<file path="src/rtl/display_pkg.sv">
// display_pkg: shared seven-segment constants and the single-digit encoder.
//   SEG_NUM    : segments per digit
//   SEG_CODES  : active-low common-anode codes for 0..9, bit order {g,f,e,d,c,b,a}
//   SEG_BLANK  : all segments off
//   seg_encode : BCD digit -> segment code (non-decimal values show blank)
package display_pkg;

    localparam int SEG_NUM = 7;

    localparam logic [SEG_NUM-1:0] SEG_CODES [10] = '{
        7'h40, 7'h79, 7'h24, 7'h30, 7'h19,
        7'h12, 7'h02, 7'h78, 7'h00, 7'h10
    };

    localparam logic [SEG_NUM-1:0] SEG_BLANK = 7'h7F;

    function automatic logic [SEG_NUM-1:0] seg_encode(input logic [3:0] d);
        return (d > 4'd9) ? SEG_BLANK : SEG_CODES[d];
    endfunction

endpackage

</file>
<file path="src/rtl/bin_to_bcd.sv">
// bin_to_bcd: combinational double-dabble binary to packed BCD converter.
//   WIDTH  : binary input width
//   DIGITS : number of BCD digits produced
//   bin_i  : binary value
//   bcd_o  : DIGITS x 4 bits of BCD, digit 0 (ones) in bits [3:0]
module bin_to_bcd #(
    parameter int WIDTH  = 6,
    parameter int DIGITS = 2
) (
    input  logic [WIDTH-1:0]    bin_i,
    output logic [DIGITS*4-1:0] bcd_o
);

    always_comb begin
        bcd_o = '0;
        for (int i = WIDTH - 1; i >= 0; i--) begin
            for (int d = 0; d < DIGITS; d++)
                bcd_o[4*d +: 4] = (bcd_o[4*d +: 4] > 4'd4) ? bcd_o[4*d +: 4] + 4'd3 : bcd_o[4*d +: 4];
            bcd_o = {bcd_o[DIGITS*4-2:0], bin_i[i]};
        end
    end

endmodule

</file>
<file path="src/rtl/mod_counter_display.sv">
// mod_counter_display: modulo-N up/down counter with load, cascade tc and decimal seven-segment readout.
//   clk_1Hz  : rising-edge clock
//   rst_n    : asynchronous active-low reset
//   en       : count enable
//   up_dn    : 1 = up, 0 = down
//   load     : synchronous load, overrides en
//   load_val : value to load, clamped to MODULO-1
//   count    : registered binary count
//   tc       : terminal count, drives the next stage's en
//   seg_led  : DIGITS x 7 active-low segments, digit 0 = ones in bits [6:0]
// Define LEADING_ZERO_BLANK_EN to blank digits above the most-significant nonzero digit.
module mod_counter_display
    import display_pkg::*;
#(
    parameter  int MODULO = 60,
    parameter  int DIGITS = 2,
    localparam int WIDTH  = $clog2(MODULO)
) (
    input  logic                      clk_1Hz,
    input  logic                      rst_n,
    input  logic                      en,
    input  logic                      up_dn,
    input  logic                      load,
    input  logic [WIDTH-1:0]          load_val,
    output logic [WIDTH-1:0]          count,
    output logic                      tc,
    output logic [DIGITS*SEG_NUM-1:0] seg_led
);

    if (MODULO < 2 || 10 ** DIGITS < MODULO) begin : g_param_check
        $error("mod_counter_display: need MODULO >= 2 and 10**DIGITS >= MODULO");
    end

    localparam logic [WIDTH-1:0] MAX = WIDTH'(MODULO - 1);

    logic [WIDTH-1:0]    count_q, count_d;
    logic [DIGITS*4-1:0] bcd;
    logic [DIGITS-1:0]   nz_at_or_above;

    always_comb begin
        count_d = count_q;
        if (load)
            count_d = (load_val > MAX) ? MAX : load_val;
        else if (en)
            count_d = up_dn ? ((count_q == MAX) ? '0 : count_q + 1'b1)
                            : ((count_q == '0) ? MAX : count_q - 1'b1);
    end

    always_ff @(posedge clk_1Hz or negedge rst_n)
        if (!rst_n)
            count_q <= '0;
        else
            count_q <= count_d;

    assign count = count_q;

    // Held low during reset so a cascaded stage cannot see a spurious enable.
    assign tc = rst_n & en & ~load & (up_dn ? (count_q == MAX) : (count_q == '0));

    bin_to_bcd #(.WIDTH(WIDTH), .DIGITS(DIGITS)) u_bcd (
        .bin_i(count_q),
        .bcd_o(bcd)
    );

    for (genvar k = 0; k < DIGITS; k++) begin : g_digit
        logic [SEG_NUM-1:0] enc;
        assign enc = seg_encode(bcd[4*k +: 4]);
        // nz_at_or_above[k]: some digit at position k or higher is nonzero.
        if (k == DIGITS - 1) begin : g_top
            assign nz_at_or_above[k] = |bcd[4*k +: 4];
        end else begin : g_mid
            assign nz_at_or_above[k] = nz_at_or_above[k+1] | (|bcd[4*k +: 4]);
        end
`ifdef LEADING_ZERO_BLANK_EN
        assign seg_led[SEG_NUM*k +: SEG_NUM] = (k == 0 || nz_at_or_above[k]) ? enc : SEG_BLANK;
`else
        assign seg_led[SEG_NUM*k +: SEG_NUM] = enc;
`endif
    end

`ifndef LEADING_ZERO_BLANK_EN
    logic unused_nz;
    assign unused_nz = ^nz_at_or_above;
`endif

endmodule

</file>
<file path="config.mk">
export PLATFORM = sky130hd
export DESIGN_NAME = mod_counter_display
export DESIGN_NICKNAME = d
export VERILOG_FILES = /design/src/rtl/display_pkg.sv /design/src/rtl/bin_to_bcd.sv /design/src/rtl/mod_counter_display.sv
export SDC_FILE = /design/constraint.sdc
export NUM_CORES = 1
export LEC_CHECK = 0
export ABC_AREA = 1
export BUFFER_PORTS_ARGS = -buffer_cell sky130_fd_sc_hd__buf_2
export CORE_UTILIZATION = 45
export CTS_CLUSTER_SIZE = 25
export DETAILED_ROUTE_END_ITERATION = 8
export PLACE_DENSITY = 0.77
export SLEW_MARGIN = 5
export SYNTH_ARGS = -nofsm -noshare
export SYNTH_HDL_FRONTEND = slang
export SYNTH_HIERARCHICAL = 1
export SYNTH_SLANG_ARGS = --single-unit
</file>
<file path="constraint.sdc">
create_clock -name clk_1Hz -period 2.75 [get_ports clk_1Hz]
set_input_delay 0.4125 -clock clk_1Hz [delete_from_list [all_inputs] [get_ports clk_1Hz]]
set_output_delay 0.4125 -clock clk_1Hz [all_outputs]
set_load 0.01 [all_outputs]
</file>
==> metrics.yaml <==
synthCells: 233
r2r_slack_ps: 1070
synth_most_common_cell: "nand2_1"
die_y_um: 58.2
fin_crit_ps: 3100
root_buffer: "clkbuf_4"
wl_mm: 3.81
fin_ws_ps: -347
yosys.area.top_type: "nand2_1"
synthXorXnorAreaFrac_pct: 3.08
synth_compound_area_share_pct: 16.1
yosys_warnings: 6
cts_tree: "built"
hold_viol: 0
grtUsageMet1_pct: 25.4
cp_num_buf_inv: 7
slew_violations: 0
crit_end: "seg_led[4]"
final_cells: 337
dp.cells: 323
vias: 1648
maxCapViolations: 0
core_area_mm2: 0.00303
ys_types: 29
r2r_end: "count[4]"
cp_top_family: "buffers and inverters"
arrival_ps: 2680
crit_start: "count[3]"
synthTopCellsByCount: "nand2_1, inv_1, o21ai_0"
drt.antenna.violating_nets: 0
antenna_found_initial: 0
async_flop_share_pct: 100
vdd_drop_max_mv: 0.365
io_buffers: 31
grt.busiest_layer: "met2"
drive_gt1_share_pct: 50.2
synth-simple-area-share_pct: 42.0
firstDrtPassIters: 4
hp-class: "in -> reg"
track_usage_pct: 22.1
die-area_mm2: 0.00339
rsz0062_at_grt: "true"
grt_pass1_wl_mm: 5.99
syn-num-nets: 262
synthTopCellsByArea: "nand2_1, ha_1, dfrtp_1"
syn_area_mm2: 0.00142
largest_register_ff_count: 6
path_clk_slew_ps: 50
synth_top_family_by_area: "simple AND/OR/NAND/NOR gates"
start_util_pct: 46.9
synthMuxAreaShare_pct: 0
slowest_stage: "dfrtp_2"
n_fill_cell: 245
synth_edf_count: 0
outcome: "finished, violations left"
post-route-period-util_pct: 113
setup_viol_count_final: 14
diodes: 0
ys_seq_elements: 6
worstPathCellList: "inv_4 -> ha_4 -> inv_4 -> ha_4 -> o21ai_4 -> inv_2 -> nand2_4 -> inv_2 -> a21oi_4 -> inv_2 -> nand2_4 -> nand2_2 -> nand2_2 -> inv_4 -> ha_4 -> a21oi_4 -> nand2_4 -> o311ai_4 -> buf_2"
hpwl_mm: 2.60
cts_made_buffers: 3
worst_skew_pair.late_latency_ps: 250
vias_per_cell: 4.89
syn_avg_cell_area_um2: 6.10
grt_pass1_vias: 1467
synth_top_area_share_pct: 17.2
critPathLaunchType: "flip-flop"
required_ps: 2340
synth_fa_ha_area_share_pct: 15.8
gp_congestion: 0.877
cts_sinks: 6
crit-reg2reg-launch: "count[0]"
dp_slack_ps: -190
clock_path_buffers: 2
violations: "setup timing"
ys.flop_type: "dfrtp_1"
row_count: 20
max_freq_mhz: 323
grt_max_degree: 13
crit_type: "reg -> out"
power_density_mw_per_mm2: 907
io_pins: 32
final_core_util_pct: 72.4
crit_path_max_incr_delay_ps: 420
grt_util_met2_pct: 44.8
htree_levels: 1
seq_area_frac_synth_pct: 10.6
drc: 0
area_growth_pct: 54.3
final_nets: 323
routedWlPerCell_um: 11.3
die_w_um: 58.2
drtIter0Drc: 45
rr_worst_depth: 8
crit_path_end_kind: "output pin"
gr-total-overflow: 0
power.leakage_nw: 1.11
critPathMaxFanout: 7
worstSetupPathDepth: 19
finalSetupTns_ps: -3810
finalClockSkew_ps: 11.0
use_met3_pct: 0.670
==> area by class of cell <==
class                      count  area (um2)  area share (%)
clock buffer                   4        26.3            1.20
timing repair buffer          60         399            18.2
tap                           44        55.1            2.51
inverter                      37         151            6.90
multi-input combinational    186        1410            64.2
sequential                     6         153            6.96
==> worst min path at each step <==
| stage | from | endpoint | slack, ps | cells after the start |
|---|---|---|---|---|
| floorplan | rst_n | count[0] | 120 | 0 |
| global placement | rst_n | count[0] | 250 | 1 |
| detailed placement | rst_n | count[0] | 250 | 1 |
| CTS | load_val[2] | count[2] | 430 | 3 |
| global route | load_val[2] | count[2] | 450 | 3 |
| finish | load_val[2] | count[2] | 440 | 3 |
==> where the power goes <==
part / switching, mW / internal, mW / leakage, nW
Sequential: 0.0266 / 0.102 / 0.0692
Combinational: 0.985 / 0.785 / 1.03
Clock: 0.0351 / 0.0552 / 0.0150
Total: 1.05 / 0.943 / 1.11
==> worst register-to-register path, delay by kind of cell (launching register included) <==
| family | cells | cell delay, ps |
|---|---|---|
| flip-flops | 1 | 580 |
| AND/OR/NAND/NOR | 6 | 510 |
| adder cells (fa/ha/maj) | 1 | 260 |
| buffers and inverters | 1 | 240 |
==> cell families (layout without fill, tap and decap cells) <==
group | count (synthesis) | in the layout
buffers and inverters | 41 | 101
AND/OR/NAND/NOR | 124 | 124
AO/OA/AOI/OAI | 38 | 38
flip-flops | 6 | 6
XOR/XNOR | 5 | 5
other | 1 | 1
adder cells (fa/ha/maj) | 18 | 18
==> per-stage QoR <==
| stage | instance area [um2] | total power, mW | hold slack (ps) |
|---|---|---|---|
| floorplan | 1500 | 1.05 | 117 |
| global placement | 1820 | 1.44 | 250 |
| detailed placement | 1820 | 1.47 | 253 |
| CTS | 2010 | 1.73 | 433 |
| global route | 2190 | 2.16 | 448 |
| finish | 2190 | 1.99 | 443 |
==> cell usage in the layout, fill, tap and decap left out, types with 7 or more instances in the layout <==
master   Yosys  routed
nor2_1      18      17
nand2_1     65      50
nand2_2      6      14
o21ai_2      2      10
nand3_2      5       9
buf_4        3      25
buf_2        0      29
nand2_4      3      10
nand3_1     19      15
ha_4         0      10
inv_2        7       9
inv_1       30      23
ha_1        18       7
==> repair_timing <==
action                                 in CTS  in global routing
setup endpoints to repair                  14                 14
buffers inserted                            5                  4
endpoints found under the hold margin       6                  0
gates resized for setup                    33                 34
pin swaps                                  10                 12
hold buffers                                1                  0
==> layer usage <==
| metal | up-vias | share of wire [%] |
|---|---|---|
| met2 | 37 | 53 |
| met1 | 737 | 43 |
| met4 | 0 | 1.6 |
| met3 | 6 | 1.8 |
| met5 | - | 0 |
| li1 | 868 | - |
Note: power is estimated with default switching activity, not from simulation.
